File: config.mk
export PLATFORM = sky130hd
export DESIGN_NAME = keypad_scanner
export DESIGN_NICKNAME = d
export VERILOG_FILES = /design/src/rtl/keypad_scanner.sv
export SDC_FILE = /design/constraint.sdc
export NUM_CORES = 1
export LEC_CHECK = 0
export CORE_ASPECT_RATIO = 1.75
export CORE_MARGIN = 10
export CORE_UTILIZATION = 30
export DETAILED_ROUTE_END_ITERATION = 12
export PLACE_DENSITY_LB_ADDON = 0.15
export SLEW_MARGIN = 20
export SYNTH_ARGS = -nofsm -noshare
export SYNTH_HDL_FRONTEND = slang
export SYNTH_SLANG_ARGS = --single-unit
File: constraint.sdc
create_clock -name clk -period 12.3 [get_ports clk]
set_input_delay 2.46 -clock clk [delete_from_list [all_inputs] [get_ports clk]]
set_output_delay 2.46 -clock clk [all_outputs]
set_load 0.01 [all_outputs]
File: src/rtl/keypad_scanner.sv
// ----------------------------------------------------------------------------
// keypad_scanner
//
// Scans a 4x4 matrix keypad. One row is driven low at a time for SCAN_DIV
// cycles. The four column lines are sampled at the end of each row's dwell,
// and a full 16-bit image is built up over four rows. Each completed scan is
// classified as no key, a single key, or several keys. Several keys are
// treated as ghosting. A single-key or no-key result must repeat over
// DEBOUNCE_SCANS consecutive scans before it is committed. A committed key
// produces a one-cycle strobe and raises a sticky pending flag. A new commit
// while the flag is still pending raises a sticky overrun flag.
//
// Parameters
//   SCAN_DIV        clock cycles each row is driven (>= 4)
//   DEBOUNCE_SCANS  identical consecutive scans needed to commit (>= 2)
//
// Ports
//   clk          system clock
//   rst          asynchronous active-low reset
//   col_in[3:0]  keypad columns, asynchronous, active-low (0 = key closed)
//   key_ack      one-cycle pulse from the consumer; clears pending/overrun
//   row_sel[3:0] registered row drive, one-hot active-low (1110 = row 0)
//   key_code     {row[1:0], col[1:0]} of the last committed key
//   key_valid    high while a committed key is held
//   key_strobe   one-cycle pulse on each newly committed key
//   key_pending  sticky: set by key_strobe, cleared by key_ack
//   overrun      sticky: a new key was committed while key_pending was set
// ----------------------------------------------------------------------------
module keypad_scanner #(
  parameter int SCAN_DIV       = 25000,
  parameter int DEBOUNCE_SCANS = 10
) (
  input  logic       clk,
  input  logic       rst,
  input  logic [3:0] col_in,
  input  logic       key_ack,
  output logic [3:0] row_sel,
  output logic [3:0] key_code,
  output logic       key_valid,
  output logic       key_strobe,
  output logic       key_pending,
  output logic       overrun
);

  localparam int DW = (SCAN_DIV > 1) ? $clog2(SCAN_DIV) : 1;
  localparam int SW = $clog2(DEBOUNCE_SCANS + 1);

  localparam logic [DW-1:0] DWELL_LAST = DW'(SCAN_DIV - 1);
  localparam logic [SW-1:0] STABLE_MAX = SW'(DEBOUNCE_SCANS);

  // Scan result classification.
  localparam logic [1:0] RES_NONE   = 2'd0;
  localparam logic [1:0] RES_SINGLE = 2'd1;
  localparam logic [1:0] RES_MULTI  = 2'd2;

  // Commit state machine.
  localparam logic [0:0] ST_IDLE = 1'b0;
  localparam logic [0:0] ST_HELD = 1'b1;

  // --------------------------------------------------------------------------
  // Column synchronizer. Idle columns are pulled up, so both flops reset to
  // all-ones. That way a reset never looks like a key press.
  // --------------------------------------------------------------------------
  logic [3:0] col_meta;
  logic [3:0] col_sync;

  // NOTE: state is updated with non-blocking assignments, so every flop
  // samples the values from before the edge. Blocking assignments here would
  // collapse the two synchronizer stages into one.
  always_ff @(posedge clk or negedge rst) begin
    if (!rst) begin
      col_meta <= 4'hF;
      col_sync <= 4'hF;
    end else begin
      col_meta <= col_in;
      col_sync <= col_meta;
    end
  end

  // --------------------------------------------------------------------------
  // Row scan timing. The column sample is taken in the last dwell cycle.
  // This gives the registered row drive and the two synchronizer stages time
  // to settle. The row drive moves on in the cycle after the sample.
  // --------------------------------------------------------------------------
  logic [DW-1:0] dwell_cnt;
  logic [1:0]    row_idx;
  logic [1:0]    row_nxt;
  logic          sample;
  logic          scan_end;

  assign sample   = (dwell_cnt == DWELL_LAST);
  assign scan_end = sample && (row_idx == 2'd3);
  assign row_nxt  = row_idx + 2'd1;

  always_ff @(posedge clk or negedge rst) begin
    if (!rst) begin
      dwell_cnt <= '0;
      row_idx   <= 2'd0;
      row_sel   <= 4'b1110;
    end else if (sample) begin
      dwell_cnt <= '0;
      row_idx   <= row_nxt;
      row_sel   <= ~(4'b0001 << row_nxt);
    end else begin
      dwell_cnt <= dwell_cnt + DW'(1);
    end
  end

  // --------------------------------------------------------------------------
  // Scan image. Rows 0..2 are stored. Row 3 comes straight from the
  // synchronizer in the row-3 sample cycle, so the full image is available
  // in the same cycle the scan ends. Bit (row*4 + col) is 1 when that key is
  // closed, so a set bit's index is already its key code.
  // --------------------------------------------------------------------------
  logic [11:0] img_lo;
  logic [15:0] scan_img;

  always_ff @(posedge clk or negedge rst) begin
    if (!rst) begin
      img_lo <= '0;
    end else if (sample) begin
      case (row_idx)
        2'd0:    img_lo[3:0]  <= ~col_sync;
        2'd1:    img_lo[7:4]  <= ~col_sync;
        2'd2:    img_lo[11:8] <= ~col_sync;
        default: ;
      endcase
    end
  end

  assign scan_img = {~col_sync, img_lo};

  // --------------------------------------------------------------------------
  // Classification: count the closed keys and remember which one was found.
  // --------------------------------------------------------------------------
  logic [4:0] n_closed;
  logic [3:0] found_code;
  logic [1:0] res_kind;
  logic [3:0] res_code;

  // NOTE: every combinational output gets a default at the top of the block.
  // Otherwise, a path that does not assign it would infer a latch.
  always_comb begin
    n_closed   = '0;
    found_code = '0;
    for (int i = 0; i < 16; i++) begin
      if (scan_img[i]) begin
        n_closed   = n_closed + 5'd1;
        found_code = 4'(i);
      end
    end
  end

  // The code is forced to zero unless the result is SINGLE. This lets two
  // results be compared as a whole.
  always_comb begin
    res_kind = RES_NONE;
    res_code = '0;
    if (n_closed == 5'd1) begin
      res_kind = RES_SINGLE;
      res_code = found_code;
    end else if (n_closed > 5'd1) begin
      res_kind = RES_MULTI;
    end
  end

  // --------------------------------------------------------------------------
  // Debounce counter. It saturates at DEBOUNCE_SCANS, so a held result stays
  // "stable" without wrapping. MULTI always resets the count to zero.
  // --------------------------------------------------------------------------
  logic [SW-1:0] stable_cnt;
  logic [SW-1:0] stable_nxt;
  logic [1:0]    prev_kind;
  logic [3:0]    prev_code;
  logic          is_stable;

  always_comb begin
    stable_nxt = stable_cnt;
    if (res_kind == RES_MULTI) begin
      stable_nxt = '0;
    end else if (res_kind == prev_kind && res_code == prev_code) begin
      stable_nxt = (stable_cnt == STABLE_MAX) ? STABLE_MAX : stable_cnt + SW'(1);
    end else begin
      stable_nxt = SW'(1);
    end
  end

  assign is_stable = (stable_nxt == STABLE_MAX);

  // --------------------------------------------------------------------------
  // Commit state machine. It is evaluated only at scan end. key_code,
  // key_valid and key_strobe all change together in the following cycle.
  // --------------------------------------------------------------------------
  logic [0:0] state;

  always_ff @(posedge clk or negedge rst) begin
    if (!rst) begin
      stable_cnt <= '0;
      prev_kind  <= RES_NONE;
      prev_code  <= '0;
      state      <= ST_IDLE;
      key_code   <= '0;
      key_strobe <= 1'b0;
    end else begin
      key_strobe <= 1'b0;
      if (scan_end) begin
        stable_cnt <= stable_nxt;
        prev_kind  <= res_kind;
        prev_code  <= res_code;
        // A stable result can never be MULTI, because MULTI forces the
        // count to zero.
        if (is_stable) begin
          case (state)
            ST_IDLE: begin
              if (res_kind == RES_SINGLE) begin
                state      <= ST_HELD;
                key_code   <= res_code;
                key_strobe <= 1'b1;
              end
            end
            default: begin
              // A different single key replaces the held key without
              // passing through IDLE. The same key is ignored however long
              // it is held.
              if (res_kind == RES_SINGLE && res_code != key_code) begin
                key_code   <= res_code;
                key_strobe <= 1'b1;
              end else if (res_kind == RES_NONE) begin
                state <= ST_IDLE;
              end
            end
          endcase
        end
      end
    end
  end

  assign key_valid = (state == ST_HELD);

  // --------------------------------------------------------------------------
  // Sticky flags. An ack in the same cycle as a strobe clears the old event,
  // while the new strobe keeps key_pending set. Because of that, overrun is
  // not raised.
  // --------------------------------------------------------------------------
  always_ff @(posedge clk or negedge rst) begin
    if (!rst) begin
      key_pending <= 1'b0;
      overrun     <= 1'b0;
    end else begin
      key_pending <= key_strobe | (key_pending & ~key_ack);
      overrun     <= ~key_ack & (overrun | (key_strobe & key_pending));
    end
  end

endmodule

==> impl_metrics.csv, run 1 <==
group,metric,value,unit
yosys,synth.net_count,595,
placement,portBuffers,18,
setup_path,worst_path_largest_cell_delay,0.66,ns
drt,drt_first_pass_iters,4,
yosys,synth-edff-count,0,
global_route,grt_pass1_vias,3995,
drt,vias,3946,
power_and_ir_drop,p_leak,2.29,nW
clock_tree,clk_latency,0.33,ns
yosys,yosys_warnings,0,
final_layout,final_core_util,34.3,%
yosys,netlist.top_cell.by_area,"dfrtp_1",
clock_tree,cts_resized,0,
sta,rsz0062_at_grt,"false",
sta,hold_viol_final,0,
yosys,synthFlopType,"dfrtp_1",
drt,drt-initial-drc-count,172,
clock_tree,clock-sinks,59,
drt,avgViaCountPerCell,5.18,
yosys,yosysSeqAreaShare,30.3,%
final_layout,final_cell_mix,"77 x nand2_1, 48 x dfrtp_1, 41 x o21ai_0, 40 x xnor2_1, 36 x nor2_1",
setup_path,required,12.51,ns
sta,fin_crit,10.40,ns
yosys,synth_area_leaders,"dfrtp_1 24%, xnor2_1 7.1%, dfstp_2 5.9%, nand2_1 5.9%, ha_1 5.9%",
placement,preCtsSetupSlack,1.91,ns
yosys,yosysTopAreaCellShare,24.4,%
setup_path,cp.arrival,10.61,ns
yosys,syn_inst,565,
sta,worst_pin_slew,0.796,ns
yosys,syn-cell-area,4920,µm²
sta,period_share,84.6,%
global_route,grt_max_degree,60,
yosys,synthArstFlopShare,100,%
setup_path,path_class,"flip-flop to flip-flop",
drt,ant_nets,0,
clock_tree,cts_max_level,3,
global_route,antenna_found_initial,0,
placement,dp_cells,746,
global_route,grt_pass1_wl,19.4,mm
sta,fin_ws,1.90,ns
placement,dp_hpwl,8.94,mm
sta,finalSetupViolCount,0,
setup_path,cp-end-kind,"flip-flop",
clock_tree,clockRootBuffer,"clkbuf_16",
power_and_ir_drop,power,462,µW
global_route,overflow,0,
final_layout,final_common_cell,"nand2_1",
clock_tree,cts_tree,"built",
sta,clock_skew,0.00374,ns
final_layout,area_growth,11.7,%
final_layout,nNetsFinal,598,
global_route,grt.total_usage,10.8,%
final_layout,n_antenna_cell,0,
floorplan,die_w,117,µm
placement,gp_routability_congestion,0.808,
floorplan,dieArea,22100,µm²
setup_path,cp_max_fo,9,
clock_tree,holdBufCountCts,0,
floorplan,start_util,30.7,%
sta,setup_tns,0,ns
clock_tree,cts_made_buffers,9,
drt,drc,0,
floorplan,die_h,189,µm
sta,drv_slew,0,
power_and_ir_drop,pwr_density_cell,84.2,nW/µm²
yosys,ys_seq_elements,59,
setup_path,critPathLaunchType,"flip-flop",
drt,postRouteWirelength,11.6,mm
floorplan,io_pins,19,
setup_path,crit_buf_inv,4,
sta,max_slew_margin,45.6,%
clock_tree,clock_tree.buffer_depth,2,
drt,drt-wirelength-per-cell,15.2,µm
final_layout,stdcell_count,762,
setup_path,crit_family,"compound AO/OA/AOI/OAI gates",
yosys,avgSynthCellArea,8.71,µm²
sta,timing.fmax,96.1,MHz
job,drv_cap,0,
clock_tree,cts_setup_buffers,0,
outcome,outcome,"completed",
yosys,ys_types,83,
placement,place_area,5210,µm²
setup_path,cp_slowest_cell,"a2111oi_0",
clock_tree,clkTransAtPathRegs,0.05,ns
final_layout,final_area,5490,µm²
floorplan,fp-row-count,61,
min_path,hold_class,"flip-flop to flip-flop",
sta,holdWs,0.355,ns
setup_path,cp_common_cell,"ha_1",
final_layout,drive_above_1_share,10.6,%
floorplan,core,16000,µm²
power_and_ir_drop,worst_ir_drop_vdd,103,µV
registers in the layout (all words and copies together), names as in the netlist, named ones only:
name,count
img_lo,12
key_strobe,1
row_idx,2
col_sync,4
dwell_cnt,15
col_meta,4
row_sel,4
stable_cnt,4
key_code,4
prev_code,4
key_pending,1
overrun,1
prev_kind,2
final timing paths:
path | slack (ns) | depth (start not counted) | start | endpoint
setup / recovery | 1.90 | 42 | img_lo[1]$_DFFE_PN0P_ | key_code[1]$_DFFE_PN0P_
min in group asynchronous | 2.27 | 2 | rst | stable_cnt[2]$_DFFE_PN0P_
max in group asynchronous | 9.50 | 2 | rst | dwell_cnt[14]$_DFF_PN0_
hold / removal | 0.36 | 0 | col_meta[0]$_DFF_PN1_ | col_sync[0]$_DFF_PN1_
hold reg to reg | 0.36 | 0 | col_meta[0]$_DFF_PN1_ | col_sync[0]$_DFF_PN1_
setup reg to reg | 1.90 | 42 | img_lo[1]$_DFFE_PN0P_ | key_code[1]$_DFFE_PN0P_
power breakdown:
group | internal [mW] | switching, mW | total, mW
logic | 0.0127 | 0.0184 | 0.0312
registers | 0.197 | 0.00310 | 0.200
clock network | 0.141 | 0.0897 | 0.231
total | 0.351 | 0.111 | 0.462
metal layers:
metal	vias to the layer above	wire [µm]	track usage (%)
li1	2000	-	-
met1	1885	4600	11.5
met2	43	6360	20.2
met3	18	320	1.84
met4	0	275	4.11
met5	-	0	0
area by class of cell:
type                    count  area [µm²]
multi-input cells         454        3210
inverters                  25        98.8
repair buffers             19         183
flip-flops and latches     59        1490
clock inverters             6        40.0
well taps                 189         236
fillers                  1705       10500
clock buffers              10         239
Yosys cell counts, types with 5 or more instances:
cell type and n:
nor3_1 13, nor2b_1 10, mux2_2 6, inv_1 23, o21a_1 6, mux2i_1 5, xnor2_1 40, nor2_1 36
clkbuf_1 18, a21oi_1 18, o21ai_0 41, nand4_1 10, nand2_1 77, ha_1 23, nand3_1 22, and3_1 10
xor2_1 23, nand2b_1 7, dfstp_2 11, dfrtp_1 48, nor3b_1 7, or3_1 6
logic make-up (layout without fill, tap and decap cells):
family | count (synthesis) | after routing | share of synthesized area (%)
DFF | 59 | 59 | 30.3
and+or+nand+nor | 222 | 222 | 22.4
buffers and inverters | 52 | 60 | 4.53
AOI/OAI and AO/OA | 120 | 120 | 17.1
muxes | 13 | 13 | 3.00
xor gates and xnor gates | 75 | 75 | 16.6
adders and majority gates | 24 | 24 | 6.05
Power figures use the tool's default switching activity.
==> run 2, diff against run 1 <==
==> constraint.sdc (replaced) <==
create_clock -name clk -period 10.4 [get_ports clk]
set_input_delay 2.08 -clock clk [delete_from_list [all_inputs] [get_ports clk]]
set_output_delay 2.08 -clock clk [all_outputs]
set_load 0.01 [all_outputs]
==> run 2 against run 1 <==
  * Non-clock buffer count rose by 3
  * Register-to-register slack got worse by 1.1 ns
  * Die area stayed put
  * Count of clock-buffer cells in the layout is the same
  * Worst hold slack lost 0.0061 ns
  * Total power increased by 27%
  * Cell area rose by 1.6%
  * First-iteration DRC count shrank 27%
  * Utilization rose by 0.55 points
  * Combinational power is 20% higher
  * Sequential share of layout area fell by 0.43 points
  * Final cell count rose by 0.39%
  * Highest routed layer unchanged
==> impl_metrics.csv, run 2 (synthesized netlist as in run 1, its figures left out) <==
group,metric,value,unit
setup_path,cp_slowest_cell,"a2111oi_2",
drt,drt-initial-drc-count,125,
drt,vias,3934,
drt,drt-met1-wl,4.68,mm
drt,topRoutingLayerUsed,"met4",
sta,fin_ws,0.817,ns
final_layout,n_antenna_cell,0,
clock_tree,cts_max_level,3,
floorplan,die_h,189,µm
outcome,outcome,"completed",
placement,gp_routability_congestion,0.811,
final_layout,largestRegisters,"dwell_cnt (15), img_lo (12)",
global_route,overflow,0,
clock_tree,cts_made_buffers,9,
sta,max_slew_margin,45.3,%
placement,preCtsSetupSlack,0.287,ns
setup_path,required,10.61,ns
floorplan,core,16000,µm²
final_layout,final_common_cell,"nand2_1",
final_layout,area_growth,13.5,%
drt,postRouteWirelength,11.7,mm
sta,finalSetupViolCount,0,
clock_tree,holdBufCountCts,0,
sta,holdWs,0.349,ns
sta,clock_skew,0.00634,ns
min_path,hold_class,"flip-flop to flip-flop",
clock_tree,cts_tree,"built",
floorplan,dieArea,22100,µm²
setup_path,path_class,"flip-flop to flip-flop",
final_layout,largest_register_ffs,15,
global_route,grt_pass1_wl,20.1,mm
final_layout,nNetsFinal,601,
drt,ant_nets,0,
floorplan,io_pins,19,
min_path,hold_depth,0,
clock_tree,cts_resized,0,
setup_path,cp.arrival,9.79,ns
setup_path,reg2regPathDepth,44,
drt,avgViaCountPerCell,5.14,
sta,rsz0062_at_grt,"false",
clock_tree,clkTransAtPathRegs,0.06,ns
clock_tree,clockRootBuffer,"clkbuf_16",
floorplan,die_w,117,µm
final_layout,drive_above_1_share,11.5,%
setup_path,cp-end-kind,"flip-flop",
clock_tree,clk_latency,0.33,ns
placement,portBuffers,18,
final_layout,top_register,"dwell_cnt",
global_route,grt.total_usage,11.1,%
final_layout,final_cell_mix,"77 x nand2_1, 48 x dfrtp_1, 41 x o21ai_0, 40 x xnor2_1, 36 x nor2_1",
sta,drv_slew,0,
sta,setup_tns,0,ns
sta,hold_viol_final,0,
sta,timing.fmax,104,MHz
global_route,grt_max_degree,60,
drt,drt_first_pass_iters,4,
clock_tree,clock_tree.buffer_depth,2,
global_route,grt_pass1_vias,4217,
setup_path,cp_max_fo,9,
placement,dp_hpwl,9.00,mm
setup_path,critPathLaunchType,"flip-flop",
power_and_ir_drop,p_leak,2.32,nW
clock_tree,cts_setup_buffers,0,
job,drv_cap,0,
floorplan,start_util,30.7,%
clock_tree,clock-sinks,59,
power_and_ir_drop,worst_ir_drop_vdd,92.7,µV
setup_path,cp_common_cell,"ha_1",
drt,drt-wirelength-per-cell,15.3,µm
sta,fin_crit,9.58,ns
drt,drc,0,
floorplan,fp-row-count,61,
drt,dr_wl_met3,275,µm
setup_path,worst_path_largest_cell_delay,0.47,ns
power_and_ir_drop,pwr_density_cell,105,nW/µm²
sta,worst_pin_slew,0.800,ns
drt,wl_met2,6.50,mm
global_route,antenna_found_initial,0,
sta,period_share,92.1,%
[run 2: cell count changes in the layout (fill, tap and decap cells not counted), sizes merged]
cell,before,now
buf,2,5
inv,26,25
clkinv,4,3
bufinv,0,2
[run 2: final cells by class]
type | instances | area, µm²
timing repair buffer | 22 | 205
fill | 1693 | 10400
sequential | 59 | 1490
clock inverter | 6 | 90.1
multi-input combinational | 454 | 3230
clock buffer | 10 | 229
inverter | 25 | 98.8
tap | 189 | 236
[run 2: metrics by stage]
step	area, µm²	std cells	power, mW	util (%)
floorplan	4920	565	0.264	-
global placement	5240	749	0.277	32.7
detailed placement	5240	749	0.278	32.7
CTS	5560	765	0.597	34.7
global route	5580	765	0.612	34.8
finish	5580	765	0.587	34.8
[run 2: final timing paths]
check,from,end,slack (ns)
max,img_lo[0]$_DFFE_PN0P_,key_code[1]$_DFFE_PN0P_,0.82
min,col_meta[2]$_DFF_PN1_,col_sync[2]$_DFF_PN1_,0.35
max reg2reg,img_lo[0]$_DFFE_PN0P_,key_code[1]$_DFFE_PN0P_,0.82
min reg2reg,col_meta[2]$_DFF_PN1_,col_sync[2]$_DFF_PN1_,0.35
max in group asynchronous,rst,dwell_cnt[2]$_DFF_PN0_,7.99
min in group asynchronous,rst,stable_cnt[3]$_DFFE_PN0P_,1.89
[run 2: worst max-delay path: cells and delay by family (launching register included)]
family / cells / cell delay (ns)
buf+inv: 6 / 0.73
fa+ha+maj: 8 / 2.30
flops: 1 / 0.40
compound gates: 13 / 2.51
simple gates: 8 / 1.39
mux: 3 / 0.91
xor+xnor: 6 / 1.22
[run 2: power breakdown]
part	internal (mW)	switching [mW]
registers	0.233	0.00377
logic	0.0152	0.0221
clock network	0.210	0.104
[run 2: layer usage]
| layer | global-route usage (%) | vias to the layer above |
|---|---|---|
| met2 | 20.7 | 49 |
| met1 | 11.7 | 1871 |
| met5 | 0 | - |
| met4 | 4.58 | 0 |
| li1 | - | 1999 |
| met3 | 1.74 | 15 |
